==> config.mk <==
export PLATFORM = sky130hd
export DESIGN_NAME = cmd_sequencer
export DESIGN_NICKNAME = d
export VERILOG_FILES = /design/src/rtl/cmd_sequencer.sv
export SDC_FILE = /design/constraint.sdc
export NUM_CORES = 1
export LEC_CHECK = 0
export ABC_AREA = 1
export BUFFER_PORTS_ARGS = -buffer_cell sky130_fd_sc_hd__buf_2
export CAP_MARGIN = 30
export CORE_AREA = 2 2 123 125
export DETAILED_ROUTE_END_ITERATION = 8
export DIE_AREA = 0 0 125 127
export PLACE_DENSITY_LB_ADDON = 0.15
export SETUP_SLACK_MARGIN = 0.3
export SLEW_MARGIN = 20
export SYNTH_ARGS = -nofsm -noshare
export SYNTH_HDL_FRONTEND = slang
export SYNTH_SLANG_ARGS = --single-unit
==> constraint.sdc <==
create_clock -name clk -period 1.8 [get_ports clk]
set_clock_uncertainty 0.15 [all_clocks]
set_input_delay 0.09 -clock clk [delete_from_list [all_inputs] [get_ports clk]]
set_output_delay 0.09 -clock clk [all_outputs]
set_load 0.02 [all_outputs]
==> src/rtl/cmd_sequencer.sv <==
// Per-tick command sequencer for two tanks: latches move/fire requests and
// issues ordered storage writes for each tank's movement and projectile.
module cmd_sequencer #(
    parameter int PROJ_RANGE = 15,
    parameter int SETTLE     = 1
) (
    input  logic       clk,
    input  logic       reset,
    input  logic       tick,
    input  logic [3:0] t1_key,
    input  logic       t1_fire,
    input  logic [3:0] t2_key,
    input  logic       t2_fire,
    output logic [3:0] mode,
    output logic       wren,
    output logic [7:0] address,
    output logic [7:0] data,
    output logic       busy,
    output logic       overrun
);

    localparam int LW = (PROJ_RANGE < 2) ? 1 : $clog2(PROJ_RANGE + 1);
    localparam int SW = (SETTLE < 1) ? 1 : $clog2(SETTLE + 1);

    typedef enum logic [1:0] {ST_IDLE, ST_ISSUE, ST_SETTLE, ST_ADVANCE} state_t;

    state_t             state_q, state_next;
    logic [1:0]         slot;
    logic [SW-1:0]      settle_cnt;
    logic [1:0][3:0]    key_pend;
    logic [1:0]         fire_pend;
    logic [1:0][7:0]    last_dir;
    logic [1:0][7:0]    proj_dir;
    logic [1:0]         in_flight;
    logic [1:0][LW-1:0] life;

    logic [1:0][3:0]    key_in;
    logic [1:0]         fire_in;
    logic               tank;
    logic               is_proj;
    logic               slot_active;
    logic [7:0]         wr_data;

    assign key_in  = {t2_key, t1_key};
    assign fire_in = {t2_fire, t1_fire};
    assign tank    = slot[1];
    assign is_proj = slot[0];
    assign address = 8'h00;

    function automatic logic [7:0] resolve_dir(input logic [3:0] k);
        if (k[3])      return 8'h00;
        else if (k[2]) return 8'h01;
        else if (k[1]) return 8'h03;
        else           return 8'h07;
    endfunction

    // NOTE: every signal written here gets a default first, so no path through the block leaves it unassigned and infers a latch.
    always_comb begin
        slot_active = 1'b0;
        wr_data     = 8'h00;
        state_next  = state_q;
        if (is_proj) begin
            slot_active = in_flight[tank] | fire_pend[tank];
            wr_data     = in_flight[tank] ? proj_dir[tank] : last_dir[tank];
        end else begin
            slot_active = |key_pend[tank];
            wr_data     = resolve_dir(key_pend[tank]);
        end
        unique case (state_q)
            ST_IDLE:    if (tick) state_next = ST_ISSUE;
            ST_ISSUE:   state_next = slot_active ? ST_SETTLE : ST_ADVANCE;
            ST_SETTLE:  if (settle_cnt == '0) state_next = ST_ADVANCE;
            ST_ADVANCE: state_next = (slot == 2'd3) ? ST_IDLE : ST_ISSUE;
            default:    state_next = ST_IDLE;
        endcase
    end

    // NOTE: sequential state uses non-blocking assignments only, so every register samples pre-edge values regardless of statement order.
    always_ff @(posedge clk or negedge reset) begin
        if (!reset) state_q <= ST_IDLE;
        else        state_q <= state_next;
    end

    // NOTE: the small per-tank register arrays are reset like ordinary flops; the storage-side reset directions are mirrored here.
    always_ff @(posedge clk or negedge reset) begin
        if (!reset) begin
            mode       <= 4'b0000;
            wren       <= 1'b0;
            data       <= 8'h00;
            busy       <= 1'b0;
            overrun    <= 1'b0;
            slot       <= 2'd0;
            settle_cnt <= '0;
            key_pend   <= '0;
            fire_pend  <= '0;
            last_dir   <= {8'h00, 8'h01};
            proj_dir   <= '0;
            in_flight  <= '0;
            life       <= '0;
        end else begin
            wren      <= 1'b0;
            overrun   <= tick && (state_q != ST_IDLE);
            key_pend  <= key_pend | key_in;
            fire_pend <= fire_pend | fire_in;
            unique case (state_q)
                ST_IDLE: begin
                    if (tick) begin
                        slot <= 2'd0;
                        busy <= 1'b1;
                    end
                end
                ST_ISSUE: begin
                    if (slot_active) begin
                        wren       <= 1'b1;
                        mode       <= {1'b0, slot, 1'b1};
                        data       <= wr_data;
                        settle_cnt <= SW'(SETTLE);
                    end
                    if (!is_proj) begin
                        // Lower-priority bits are dropped; only fresh requests survive.
                        key_pend[tank] <= key_in[tank];
                        if (slot_active) last_dir[tank] <= wr_data;
                    end else begin
                        fire_pend[tank] <= fire_in[tank];
                        if (in_flight[tank]) begin
                            life[tank] <= life[tank] - 1'b1;
                            if (life[tank] == LW'(1)) in_flight[tank] <= 1'b0;
                        end else if (fire_pend[tank]) begin
                            // The launch write is the first of PROJ_RANGE, so it is pre-counted.
                            proj_dir[tank]  <= last_dir[tank];
                            life[tank]      <= LW'(PROJ_RANGE - 1);
                            in_flight[tank] <= (PROJ_RANGE > 1);
                        end
                    end
                end
                ST_SETTLE: begin
                    if (settle_cnt != '0) settle_cnt <= settle_cnt - 1'b1;
                end
                ST_ADVANCE: begin
                    slot <= slot + 2'd1;
                    if (slot == 2'd3) begin
                        busy <= 1'b0;
                        mode <= 4'b0000;
                        data <= 8'h00;
                    end
                end
                default: ;
            endcase
        end
    end

endmodule

Yosys cells after proc, flatten, opt, wreduce, memory -nomap -nowiden
Cells that the tools add are included.
Widths: inputs -> output; s select.
- word-level logic and storage cells: 125
- register bits after elaboration: 72
- magnitude comparators: 2
- bitwise logic cells: 11
- equality and inequality tests: 10
- reductions and logical operators: 18
- mux-type cells: 63
- $add $sub $neg: 3
- operator list (operator ; count):
    $mux 8 ; 13
    $mux 4 ; 9
    $bwmux 16 ; 2
    $bwmux 8 ; 2
    $mux 1 ; 16
    $mux 2 ; 8
    $pmux 8 s2 ; 1
    $reduce_and 3->1 ; 4
    $reduce_bool 2->1 ; 5
    $mux 3 ; 3
    $demux 8 s1 ; 1
    $ne 2x2->1 const B ; 4
    $or 8x8->8 ; 1
    $pmux 2 s4 ; 1
    $pmux 4 s2 ; 1
    $reduce_and 4->1 ; 2
    $eq 2x2->1 const B ; 3
    $or 6x6->6 ; 1
    $reduce_and 2->1 ; 3
    $and 2x2->2 ; 2
    $demux 4 s1 ; 1
    $eq 4x1->1 const B ; 1
    $not 2->2 ; 2
    $or 2x2->2 ; 2
    other kinds (16) ; 19

Logic depth before layout (Yosys ltp)
- depth in word-level cells: 8
- gate-level depth with buffers: 11

Worst setup path before layout
Ideal clock, no wire load.
- kind: register to register
- start: register state_q[1]
- end: register proj_dir[12] (netlist bit)
- setup time: 125 ps
- path buffers: 1
- setup slack: 10 ps
- period minus slack after synthesis: 1790 ps
- arrival: 1515 ps
- cell stages (with the launch flop): 8
- data required time: 1525 ps
- cells stage by stage: dfrtp_1 -> inv_1 -> ha_1 -> nand2_1 -> nor2_1 -> nand3_4 -> buf_6 -> mux2_4
- word-level cells in the longest chain between the ends: 2
- ends and longest elaborated chain (item ; RTL line ; RTL):
    start, declared ; 27 ; state_t state_q, state_next;
    start signal, assigned ; 81 ; else state_q <= state_next;
    $eq 2x1->1 ; 105 ; unique case (state_q)
    $reduce_and 4->1 (no source line) ; - ;
    end signal, assigned by index ; 130 ; proj_dir[tank] <= last_dir[tank];
    end, declared ; 33 ; logic [1:0][7:0] proj_dir;
No other way between the ends.
A chain may end at the register's enable or synchronous reset.

Worst setup path after layout
- start: register slot[1]
- end: register data[1]
- word-level cells in the longest chain between the ends: 7
- elaborated cells between the ends (all ways): 23
- classes of those cells: eq/ne (3); mux (17); bitwise (1); reduce/logical (2)
- ends and longest elaborated chain (item ; RTL line ; RTL):
    start, declared ; 28 ; logic [1:0] slot;
    start signal, assigned ; 140 ; slot <= slot + 2'd1;
    $mux 4 (implied by the code) (2 in a row) ; 66, 67 ;
    $mux 3 ; 52 ; else if (k[2]) return 8'h01;
    $mux 3 ; 51 ; if (k[3]) return 8'h00;
    $mux 8 ; 62 ; if (is_proj) begin
    $mux 8 ; 113 ; if (slot_active) begin
    $pmux 8 s2 ; 105 ;
    end signal, assigned ; 116 ; data <= wr_data;
    end, declared ; 17 ; output logic [7:0] data,
Several ways; a longest one is shown, not always the timed one. The select of a mux whose other input is x is not followed.

==> flow_metrics.tcl <==
set metrics [dict create \
    multi_input_area_mm2 0.00197 \
    die_y_um 127 \
    grt_pass1_wl_mm 15.4 \
    r2r_start "slot[1]" \
    num-fill-cells 1459 \
    drcViolationCount 0 \
    ys.flop_type "dfrtp_1" \
    holdCritPathClass "input pin to async pin" \
    ys_async_sr_fraction_pct 100 \
    overflow 0 \
    initial_core_util_pct 24.9 \
    drt_iter0_drc 110 \
    register_area_mm2 0.00178 \
    r2r_cells 11 \
    synthCells 438 \
    hold_viol 0 \
    num_antenna_cells 0 \
    cts_tree "built" \
    drt-wirelength-per-cell_um 13.4 \
    grt_max_degree 29 \
    synth-seq-cells 71 \
    coreArea_mm2 0.0144 \
    rsz0062_at_grt "yes" \
    synth-edff-count 0 \
    outcome "complete, no violations" \
    wirelength_mm 9.72 \
    viasPerCell 4.16 \
    clkSinkCount 71 \
    avgSynthCellArea_um2 8.20 \
    die_area_mm2 0.0159 \
    final_common_cell "nand2_1" \
    p_per_area_mw_per_mm2 1680 \
    cts_buffers 9 \
    grt_pass1_vias 3044 \
    dp_hpwl_mm 6.06 \
    fin_crit_sh_pct 97.5 \
    worst_ep_required_time_ns 1.93 \
    grt_antenna_before_repair 0 \
    ant_nets 0 \
    track_usage_pct 12.4 \
    clk_latency_ns 0.34 \
    drt_pre_antenna_iters 4 \
    r2r_slack_ns 0.04 \
    startpoint_type "flip-flop" \
    synth_warnings 0 \
    synth_cell_type_count 30 \
    areaGrowthSynthToFinish_pct 54.8 \
    io_buffers 26 \
    nNetsFinal 557 \
    die_w_um 125 \
    clk_pin_slew_ns 0.06 \
    ir_worst_vdd_uv 666 \
    htreeDepth 3 \
    critPathMaxFanout 6 \
    arrival_ns 1.88 \
    leakage_nw 2.66 \
    path_class "flip-flop to flip-flop" \
    end_kind "flip-flop" \
    r2r_end "data[1]" \
    setup_viol 0 \
    post-route-util_pct 38.5 \
    syn-cell-area_mm2 0.00359 \
    ios 36 \
    core.rowCount 44 \
    clk_path_buf_depth 2 \
    final_cell_mix "nand2_1 (92), dfrtp_1 (67), inv_1 (49)" \
    period_minus_slack_ns 1.76 \
    routabilityCongestion 0.782 \
    clock.fmax_ghz 0.570 \
    total_power_w 0.00933 \
    cts-root-buf "clkbuf_16" \
    ys_seq_area_share_pct 49.5 \
    drv_slew 0 \
    vias 3020 \
    final_layout_size_suffix_gt1_share_pct 45.2 \
    max_cap_viol_count 0 \
]
## cell families after synthesis
kind of cell	synth area share [%]
AO/OA/AOI/OAI	11.5
adder cells (fa/ha/maj)	2.44
buffers and inverters	11.5
flip-flops	49.5
multiplexers	1.88
other	0.104
AND/OR/NAND/NOR	23.1
## power by group
part	switching (W)	total, W	internal, W
sequential	0.000301	0.00231	0.00201
combinational	0.00283	0.00516	0.00234
clock	0.000664	0.00185	0.00119
## synth_stat cells (2+ instances only)
cell type | count | area share, %
buf_6 | 3 | 0.94
dfrtp_1 | 70 | 49
nor2_1 | 28 | 2.9
inv_2 | 5 | 0.52
o21ai_1 | 2 | 0.28
mux2_4 | 3 | 1.3
o21ai_0 | 41 | 5.7
ha_1 | 7 | 2.4
mux2_2 | 2 | 0.63
nand2_1 | 141 | 15
a21oi_1 | 4 | 0.56
nand3_4 | 2 | 0.98
nand4_1 | 3 | 0.52
nand3_1 | 17 | 2.4
buf_4 | 12 | 2.5
buf_2 | 6 | 0.84
nand2_2 | 3 | 0.52
o21bai_1 | 10 | 2.1
o21ai_2 | 9 | 2.2
o21a_1 | 2 | 0.42
inv_1 | 59 | 6.2
## metal layers
| metal | share of wire (%) | GRT usage (%) |
|---|---|---|
| met1 | 48 | 16.1 |
| met2 | 48 | 20.4 |
| met3 | 2.9 | 3.85 |
| met4 | 1.1 | 3.33 |
| met5 | 0 | 0 |
## area by class of cell
cell class	count	area share, %
Multi-Input combinational cell	288	35.4
Sequential cell	71	32.1
Timing Repair Buffer	102	17.8
Inverter	65	4.97
Clock buffer	14	4.93
Tap cell	184	4.14
Clock inverter	2	0.675
## worst max-delay path: stages, from the launching register on
cell and delay (ns):
dfrtp_2 0.45, buf_6 0.15, buf_12 0.14, buf_12 0.14
buf_8 0.13, nand2_2 0.06, nand2_2 0.05, nand2_2 0.06
nand3_2 0.10, a21oi_2 0.14, nand2_1 0.06, nand2_1 0.06
## through the flow
step                instance area, um^2  setup TNS [ns]  setup slack (ns)  cells  hold WS, ns
finish                             5560               0            0.0446    726       0.0718
global placement                   4210               0            0.0452    660       -0.108
CTS                                5140               0            0.0288    714       0.0751
global route                       5560          -0.230           -0.0383    726       0.0932
detailed placement                 4210          -0.269           -0.0482    660       -0.101
floorplan                          3770               0             0.176    446       -0.356
## flip-flops by register name, summed over array words and instances (netlist names), named ones only
signal,cells
key_pend,8
state_q,2
proj_dir,16
overrun,1
mode,3
last_dir,16
data,8
busy,1
wren,1
settle_cnt,1
life,8
fire_pend,2
slot,2
## worst max-delay path by stage
stage	from	endpoint	slack (ns)	cells past startpoint
5_1_grt	slot[0]	data[1]	-0.04	8
6_report	slot[1]	data[1]	0.04	11
4_1_cts	slot[1]	proj_dir[13]	0.03	7
3_3_place_gp	state_q[0]	slot[1]	0.05	5
2_1_floorplan	state_q[0]	data[0]	0.18	9
3_5_place_dp	slot[1]	data[7]	-0.05	7
## repair_timing
item	4_1_cts	5_1_grt
pin swaps	22	39
cloned	3	2
hold endpoints to repair	82	0
endpoints found under the setup margin	68	69
setup buffers	23	10
resized for setup	73	97
hold buffers	12	0
(Power assumes the default switching activity.)
